## config.mk

```make
export PLATFORM = sky130hd
export DESIGN_NAME = run_detect_sched
export DESIGN_NICKNAME = d
export VERILOG_FILES = /design/src/rtl/run_detect_pkg.sv /design/src/rtl/rr_arbiter.sv /design/src/rtl/run_detect_sched.sv
export SDC_FILE = /design/constraint.sdc
export NUM_CORES = 1
export LEC_CHECK = 0
export BUFFER_PORTS_ARGS = -buffer_cell sky130_fd_sc_hd__buf_2
export CORE_UTILIZATION = 55
export CTS_BUF_LIST = sky130_fd_sc_hd__clkbuf_4 sky130_fd_sc_hd__clkbuf_8
export DETAILED_ROUTE_END_ITERATION = 12
export PLACE_DENSITY_LB_ADDON = 0.05
export SYNTH_ARGS = -nofsm -noshare
export SYNTH_HDL_FRONTEND = slang
export SYNTH_SLANG_ARGS = --single-unit
```

## constraint.sdc

```tcl
create_clock -name clk -period 11.4 [get_ports clk]
set_clock_uncertainty 0.1 [all_clocks]
set_input_delay 2.28 -clock clk [delete_from_list [all_inputs] [get_ports clk]]
set_output_delay 2.28 -clock clk [all_outputs]
set_load 0.05 [all_outputs]
```

## src/rtl/run_detect_pkg.sv

```systemverilog
// Shared types and helpers for the time-shared consecutive-ones run detector.
package run_detect_pkg;

  localparam int EV_COUNT_W = 16;

  typedef enum logic [1:0] {
    IDLE,
    RUN,
    CLR
  } state_e;

  // Increment that sticks at max_v instead of wrapping.
  function automatic int unsigned sat_inc(input int unsigned v, input int unsigned max_v);
    return (v >= max_v) ? max_v : v + 1;
  endfunction

endpackage

```

## src/rtl/rr_arbiter.sv

```systemverilog
// Combinational round-robin arbiter: first requester at or after ptr_i wins.
module rr_arbiter #(
  parameter int N_CH  = 4,
  parameter int PTR_W = $clog2(N_CH)
) (
  input  logic [N_CH-1:0]  req_i,
  input  logic [PTR_W-1:0] ptr_i,
  output logic [N_CH-1:0]  gnt_o,
  output logic [PTR_W-1:0] idx_o,
  output logic             any_o
);

  int               s;
  logic [PTR_W-1:0] j;

  always_comb begin
    gnt_o = '0;
    idx_o = '0;
    any_o = 1'b0;
    s     = 0;
    j     = '0;
    for (int k = 0; k < N_CH; k++) begin
      s = int'(ptr_i) + k;
      if (s >= N_CH) s = s - N_CH;
      j = PTR_W'(s);
      if (!any_o && req_i[j]) begin
        gnt_o[j] = 1'b1;
        idx_o    = j;
        any_o    = 1'b1;
      end
    end
  end

endmodule

```

## src/rtl/run_detect_sched.sv

```systemverilog
// Round-robin shared run-length detector over N_CH serial channels.
// Define RDS_STATS_EN to build the saturating detection-event counter on ev_count.
module run_detect_sched
  import run_detect_pkg::*;
#(
  parameter int N_CH       = 4,
  parameter int CNT_W      = 4,
  parameter int THRESH_RST = 2
) (
  input  logic                    clk,
  input  logic                    rst,
  input  logic                    en,
  input  logic [N_CH-1:0]         req_valid,
  input  logic [N_CH-1:0]         req_bit,
  output logic [N_CH-1:0]         req_ready,
  input  logic                    cfg_we,
  input  logic [CNT_W-1:0]        cfg_thresh,
  output logic [N_CH-1:0]         det,
  output logic                    ev_valid,
  output logic [$clog2(N_CH)-1:0] ev_ch,
  output logic                    clr_busy,
  output logic [EV_COUNT_W-1:0]   ev_count
);

  localparam int          CH_W    = $clog2(N_CH);
  localparam int unsigned CNT_MAX = (2 ** CNT_W) - 1;

  state_e           state_q;
  logic [CNT_W-1:0] thresh_q;
  logic [CH_W-1:0]  clr_idx_q;
  logic             clr_busy_q;
  logic [CNT_W-1:0] cnt_q [N_CH];
  logic [N_CH-1:0]  det_q;
  logic [CH_W-1:0]  rr_ptr_q;
  logic             ev_valid_q;
  logic [CH_W-1:0]  ev_ch_q;

  logic [N_CH-1:0]  gnt;
  logic [CH_W-1:0]  gnt_idx;
  logic             gnt_any;
  logic             arb_en;
  logic             xfer;
  logic [CH_W-1:0]  rr_ptr_d;
  logic [CNT_W-1:0] cnt_d;
  logic             det_d;

  // A config write steals the cycle, so no bit is consumed while thresh moves.
  assign arb_en = (state_q == RUN) && en && !cfg_we;

  rr_arbiter #(.N_CH(N_CH), .PTR_W(CH_W)) u_arb (
    .req_i (req_valid),
    .ptr_i (rr_ptr_q),
    .gnt_o (gnt),
    .idx_o (gnt_idx),
    .any_o (gnt_any)
  );

  assign req_ready = arb_en ? gnt : '0;
  assign xfer      = arb_en && gnt_any;
  assign rr_ptr_d  = (gnt_idx == CH_W'(N_CH - 1)) ? '0 : gnt_idx + CH_W'(1);

  always_comb begin
    cnt_d = '0;
    if (req_bit[gnt_idx]) cnt_d = CNT_W'(sat_inc(32'(cnt_q[gnt_idx]), CNT_MAX));
    det_d = (cnt_d >= thresh_q);
  end

  always_ff @(posedge clk or posedge rst) begin
    if (rst) begin
      state_q    <= IDLE;
      thresh_q   <= CNT_W'(THRESH_RST);
      clr_idx_q  <= '0;
      clr_busy_q <= 1'b0;
    end else if (cfg_we) begin
      thresh_q   <= (cfg_thresh == '0) ? CNT_W'(1) : cfg_thresh;
      clr_idx_q  <= '0;
      state_q    <= CLR;
      clr_busy_q <= 1'b1;
    end else begin
      case (state_q)
        IDLE: if (en) state_q <= RUN;
        RUN:  if (!en) state_q <= IDLE;
        CLR: begin
          if (clr_idx_q == CH_W'(N_CH - 1)) begin
            state_q    <= en ? RUN : IDLE;
            clr_busy_q <= 1'b0;
          end else begin
            clr_idx_q <= clr_idx_q + CH_W'(1);
          end
        end
        default: state_q <= IDLE;
      endcase
    end
  end

  // Context update: one granted bit per cycle, or one swept slot during CLR.
  always_ff @(posedge clk or posedge rst) begin
    if (rst) begin
      for (int i = 0; i < N_CH; i++) cnt_q[i] <= '0;
      det_q      <= '0;
      rr_ptr_q   <= '0;
      ev_valid_q <= 1'b0;
      ev_ch_q    <= '0;
    end else begin
      ev_valid_q <= 1'b0;
      if (xfer) begin
        cnt_q[gnt_idx] <= cnt_d;
        det_q[gnt_idx] <= det_d;
        rr_ptr_q       <= rr_ptr_d;
        ev_valid_q     <= det_d & ~det_q[gnt_idx];
        ev_ch_q        <= gnt_idx;
      end else if ((state_q == CLR) && !cfg_we) begin
        cnt_q[clr_idx_q] <= '0;
        det_q[clr_idx_q] <= 1'b0;
      end
    end
  end

  assign det      = det_q;
  assign ev_valid = ev_valid_q;
  assign ev_ch    = ev_ch_q;
  assign clr_busy = clr_busy_q;

`ifdef RDS_STATS_EN
  logic [EV_COUNT_W-1:0] ev_count_q;

  always_ff @(posedge clk or posedge rst) begin
    if (rst) begin
      ev_count_q <= '0;
    end else if (cfg_we) begin
      ev_count_q <= '0;
    end else if (ev_valid_q) begin
      ev_count_q <= EV_COUNT_W'(sat_inc(32'(ev_count_q), (2 ** EV_COUNT_W) - 1));
    end
  end

  assign ev_count = ev_count_q;
`else
  assign ev_count = '0;
`endif

endmodule

```

# Yosys cells after proc, flatten, opt, wreduce, memory -nomap -nowiden
# Cells that the tools add are included.
totals:
  regBits: 34
  in_bits: 16
  out_inout_bits: 28
  word_cells: 161
op_classes:
  add_sub_neg: 10
  magnitude_cmp: 22
  n_eq_ne: 8
  muxes: 71
  bitwise: 11
  reduce_logical: 27
op_table:
  columns: ["cell", "count"]
  rows:
  - ["2-to-1 mux 4 bit", 14]
  - ["2-to-1 mux 16 bit", 2]
  - ["2-to-1 mux 2 bit", 16]
  - ["2-to-1 mux 1 bit", 21]
  - ["< comparator 2 x 3 -> 1 bit (second input constant)", 6]
  - ["bitwise AND 16 bit", 1]
  - ["bitwise mux 16 bit", 1]
  - ["demux 4 bit (select 2 bit)", 2]
  - ["NOT 16 bit", 1]
  - ["greater-or-equal comparator 3 bit (second input constant)", 5]
  - ["logical AND 1 bit", 15]
  - ["binary-select mux 1 bit (select 2 bit)", 6]
  - ["demux 1 bit (select 2 bit)", 6]
  - ["greater-or-equal comparator 2 x 1 -> 1 bit (second input constant)", 6]
  - ["OR 4 bit", 3]
  - ["inequality test 3 bit (second input constant)", 3]
  - ["binary-select mux 4 bit (select 2 bit)", 1]
  - ["subtractor 2 x 1 -> 2 bit (second input constant)", 4]
  - ["adder 2 x 2 -> 3 bit (second input constant)", 2]
  - ["== test 2 bit (second input constant)", 3]
  - ["< comparator 3 x 1 -> 1 bit (second input constant)", 2]
  - ["NOT 2 -> 3 bit", 2]
  - ["one-hot mux 2 bit (3 select lines)", 1]
  - ["nonzero test 2 bit", 3]
  - ["other kinds (18)", 23]

# Logic depth before layout (Yosys ltp)
logic_depth:
  depth_word: 24
  mapped_depth: 21

# Hierarchy
# Synthesis repeated with hierarchy kept, for this count alone.
hier_totals:
  hier_cells: 248
  hier_area_um2: 2518.7
modules_own_cells:
  columns: ["module", "instances", "cells_each", "area_per_inst_um2", "seq_area_each_um2"]
  rows:
  - ["run_detect_sched", 1, 203, 2097.0, 852.1]
  - ["rr_arbiter", 1, 45, 421.7, 0.0]

# Worst setup path after synthesis
# No wires, ideal clock.
synth_timing:
  kind: "input to output"
  start: "in req_valid[2]"
  end: "out req_ready[0]"
  arrival_ns: 4.291
  required_ns: 9.020
  path_slack_ns: 4.729
  path_stages: 6
  n_path_buf: 1
  cell_sequence: "mux4_2 or3_1 buf_6 nor2_1 a221oi_1 nor2_1"
synth_between:
  elab_chain_cells: 13
synth_lines:
  columns: ["item", "line", "text"]
  rows:
  - ["start: declaration", "run_detect_sched.sv:13", "input logic [N_CH-1:0] req_valid,"]
  - ["binary-select mux 1 bit (select 2 bit)", "rr_arbiter.sv:26", "if (!any_o && req_i[j]) begin"]
  - ["2-to-1 mux 1 bit (implied by the code)", "rr_arbiter.sv:26", null]
  - ["2-to-1 mux 1 bit", "rr_arbiter.sv:26", null]
  - ["zero test 1 bit", "rr_arbiter.sv:26", null]
  - ["logical AND 1 bit", "rr_arbiter.sv:26", null]
  - ["2-to-1 mux 1 bit", "rr_arbiter.sv:26", null]
  - ["zero test 1 bit", "rr_arbiter.sv:26", null]
  - ["logical AND 1 bit", "rr_arbiter.sv:26", null]
  - ["2-to-1 mux 1 bit", "rr_arbiter.sv:26", null]
  - ["zero test 1 bit", "rr_arbiter.sv:26", null]
  - ["logical AND 1 bit", "rr_arbiter.sv:26", null]
  - ["2-to-1 mux 4 bit *", "rr_arbiter.sv:26", null]
  - ["2-to-1 mux 4 bit *", "run_detect_sched.sv:58", "assign req_ready = arb_en ? gnt : '0;"]
  - ["end: declaration", "run_detect_sched.sv:15", "output logic [N_CH-1:0] req_ready,"]
# Mark *: on every way between the ends. The rest lies on a longest branch, timed or not. The select of a mux whose other input is x is not followed.

# Final worst setup path
layout_timing:
  start: "in req_valid[2]"
  end: "out req_ready[1]"
# The elaborated chain is that of the path after synthesis.

==> qor.yml <==
timing:
  timing.fmax_mhz: 148.0
  whs_ns: 0.3937
  finalSetupViolations: 0
  setup_slack_ns: 4.644
  slew_viol_final: 0
  setup_tns_ns: 0
  finalCriticalPeriod_ns: 6.756
  finalHoldViolCount: 0
  tightest_slew_ns: 0.8021
  rsz0062_at_grt: "false"
  slew_headroom: 0.4621
  fin_crit_sh: 0.5926
drt:
  drc: 0
  drt_wl_total_um: 5388
  routed_via_density: 6.142
  drt-wirelength-per-cell_um: 16.33
  route.vias.total: 2027
  drt_iter0_drc: 165
  dr.pass1.iters: 4
  final_antenna_net_count: 0
logic_synthesis:
  yosys.area_share.simple: 0.1247
  synth_compound_area_frac: 0.2712
  synth_edf_count: 0
  synth_adder_area_share: 0.1043
  netlist_area_um2: 2519
  synth_xor_area_frac: 0
  synthArstFlopShare: 1.000
  syn_avg_cell_area_um2: 10.07
  ys.flop_type: "dfrtp_1"
  ys_ff_latch: 34
  ys_types: 58
  synth.area.mux_share: 0.06607
  synth_top_family_by_area: "compound AO/OA/AOI/OAI gates"
  syn-instance-count: 250
  yosysWarnings: 0
  ys_seq_area_frac: 0.3383
grt:
  antenna_found_initial: 0
  grt_pass1_vias: 1882
  grt_usage: 0.2400
  grt_overflow: 0
  grt_max_degree: 35
  grt_pass1_wl_um: 9135
floorplan:
  fp.dieW_um: 69.67
  ios: 44
  die_y_um: 69.67
  coreArea_um2: 4384
  core.rowCount: 24
  start_util: 0.5745
  die-area_um2: 4854
cells_and_area:
  post-route-util: 0.6224
  stdcell_area_um2: 2729
  multiInputGateArea_um2: 1486
  areaGrowthSynthToFinish_pct: 8.346
  regArea_um2: 852.1
  layout-drive-gt1-share: 0.2158
  num-fill-cells: 377
  stdcell_count: 330
  num_antenna_cells: 0
  nNetsFinal: 314
power_and_ir_drop:
  finalPower_mw: 0.4455
  swShare: 0.4243
  p_per_area_nw_per_um2: 163.3
  pwr-share-comb: 0.472
  power_switching_mw: 0.1890
  clkPwrFrac: 0.214
  p_seq_frac: 0.314
  internal_power_mw: 0.2565
  irDropWorstVdd_mv: 0.1244
  p_leak_nw: 1.356
worst_setup_path:
  crit_path_cell_trace: "buf_2 -> mux4_2 -> or3_1 -> nor2_1 -> a221oi_1 -> nor2_1 -> buf_2"
  crit_slowest_cell: "mux4_2"
  crit_path_max_incr_delay_ns: 0.58
  worst-path-stages: 7
  startpoint_type: "primary input"
  ff2ff_path_depth: 19
  critPathRequiredTime_ns: 9.02
  worst_r2r_endpoint: "det[3]"
  crit_path_start: "req_valid[2]"
  worst-setup-path-type: "in -> out"
  cp-endpoint: "req_ready[1]"
  r2r_slack_ns: 5.89
  crit-reg2reg-launch: "rr_ptr_q[0]"
  crit_family: "simple AND/OR/NAND/NOR gates"
  crit_arrival_ns: 4.38
  path_buf_inv: 2
  end_kind: "output pin"
  worstPathMaxFanout: 9
placed_design:
  place_area_um2: 2631
  dp_cells: 322
  dpl_worst_slack_ns: 4.680
  dp_hpwl_um: 4101
  gp_congestion: 0.8827
  numPortBuffers: 27
clocking:
  cts_max_path_buffers: 2
  cts.sinks: 34
  cts_max_level: 2
  postCtsSetupRepairBufs: 0
  cts_buffers: 5
  cts_root_buf: "clkbuf_8"
  postCtsHoldBufs: 0
  clkSlewWorstSetupHoldPaths_ns: 0.07
  tritoncts: "done"
  cts.repair.resized: 0
  worstSkewPairLatency_ns: 0.29
status:
  status: "finished, final reports clean"
min_path:
  hold_class: "reg -> reg"
flow_run:
  max-cap-violations: 0
[power by group through the flow]
stage	logic [mW]	registers (mW)	clock network (mW)
floorplan	0.167	0.146	0
global placement	0.208	0.142	0
detailed placement	0.208	0.142	0
CTS	0.210	0.140	0.0987
global route	0.235	0.141	0.102
finish	0.210	0.140	0.0953
[sequential cells by signal (all words and copies together) (netlist names), 2 cells and up]
register   count
cnt_q         16
det            4
thresh_q       4
clr_idx_q      2
ev_ch          2
rr_ptr_q       2
state_q        2
[synthesized netlist by cell type (all sizes together) (2+ instances only)]
cell | instances | area, um^2
a2111oi | 2 | 42.54
ha | 21 | 262.8
and2 | 7 | 43.79
a211oi | 2 | 20.02
o221ai | 6 | 58.80
clkbuf | 5 | 18.77
nor3 | 3 | 15.01
dfrtp | 33 | 825.8
or3 | 2 | 12.51
nor2 | 18 | 67.56
a21oi | 6 | 33.78
o22ai | 2 | 26.28
a22o | 16 | 140.1
a31o | 5 | 43.79
nand2 | 12 | 45.04
o21ai | 8 | 40.04
and3 | 6 | 37.54
inv | 20 | 77.57
mux2i | 5 | 50.05
a221oi | 5 | 43.79
buf | 19 | 140.1
o221a | 3 | 33.78
o211a | 3 | 30.03
nand2b | 3 | 18.77
mux4 | 4 | 90.09
a22oi | 8 | 60.06
a21o | 2 | 15.01
mux2 | 2 | 26.27
o21a | 3 | 22.52
nor2b | 2 | 12.51
nand3 | 2 | 10.01
o2111ai | 3 | 32.53
[cell families after synthesis]
logic type               after synthesis
flip-flops                            34
multiplexers                          11
AND/OR/NAND/NOR                       61
adder cells (fa/ha/maj)               21
AO/OA/AOI/OAI                         78
buffers and inverters                 44
other                                  1
[layout make-up]
type	count	share of cell area
sequential	34	0.3122
multi-input combinational	187	0.5447
timing repair buffer	29	0.05502
inverter	20	0.02843
clock buffer	8	0.03576
tap	52	0.02384
[placed cells by master (no fill, tap or decap), types with 2 or more instances in the layout]
cell / count
and2_1: 7
o221a_2: 2
nor2_1: 18
a21o_1: 2
and3_1: 6
nand3_1: 2
o21ai_0: 8
ha_1: 21
o21a_1: 3
nand2b_1: 3
a31o_2: 4
mux4_2: 4
inv_1: 18
o211a_1: 3
mux2i_1: 5
a21oi_1: 5
or3_1: 2
clkbuf_4: 2
o2111ai_1: 2
dfrtp_1: 33
clkbuf_8: 6
a22oi_1: 8
a221oi_1: 5
nor2b_1: 2
buf_2: 27
buf_4: 2
nand2_1: 12
nor3_1: 3
conb_1: 16
o221ai_1: 5
a22o_1: 16
[worst min path at each step]
stage / startpoint / to / slack, ns / cells past startpoint
floorplan: cnt_q[0] / cnt_q[0] / 0.37 / 1
global placement: ev_ch[0] / ev_ch[0] / 0.38 / 1
detailed placement: ev_ch[0] / ev_ch[0] / 0.38 / 1
CTS: ev_ch[0] / ev_ch[0] / 0.40 / 1
global route: cnt_q[2] / cnt_q[2] / 0.42 / 1
finish: ev_ch[0] / ev_ch[0] / 0.39 / 1
[routing by layer]
| metal | wire [um] | track usage |
|---|---|---|
| met4 | 106 | 0.08222 |
| met2 | 2581 | 0.3808 |
| met5 | 0 | 0 |
| met3 | 228 | 0.03488 |
| met1 | 2471 | 0.3384 |
No activity file was read; power rests on OpenSTA's default activity.
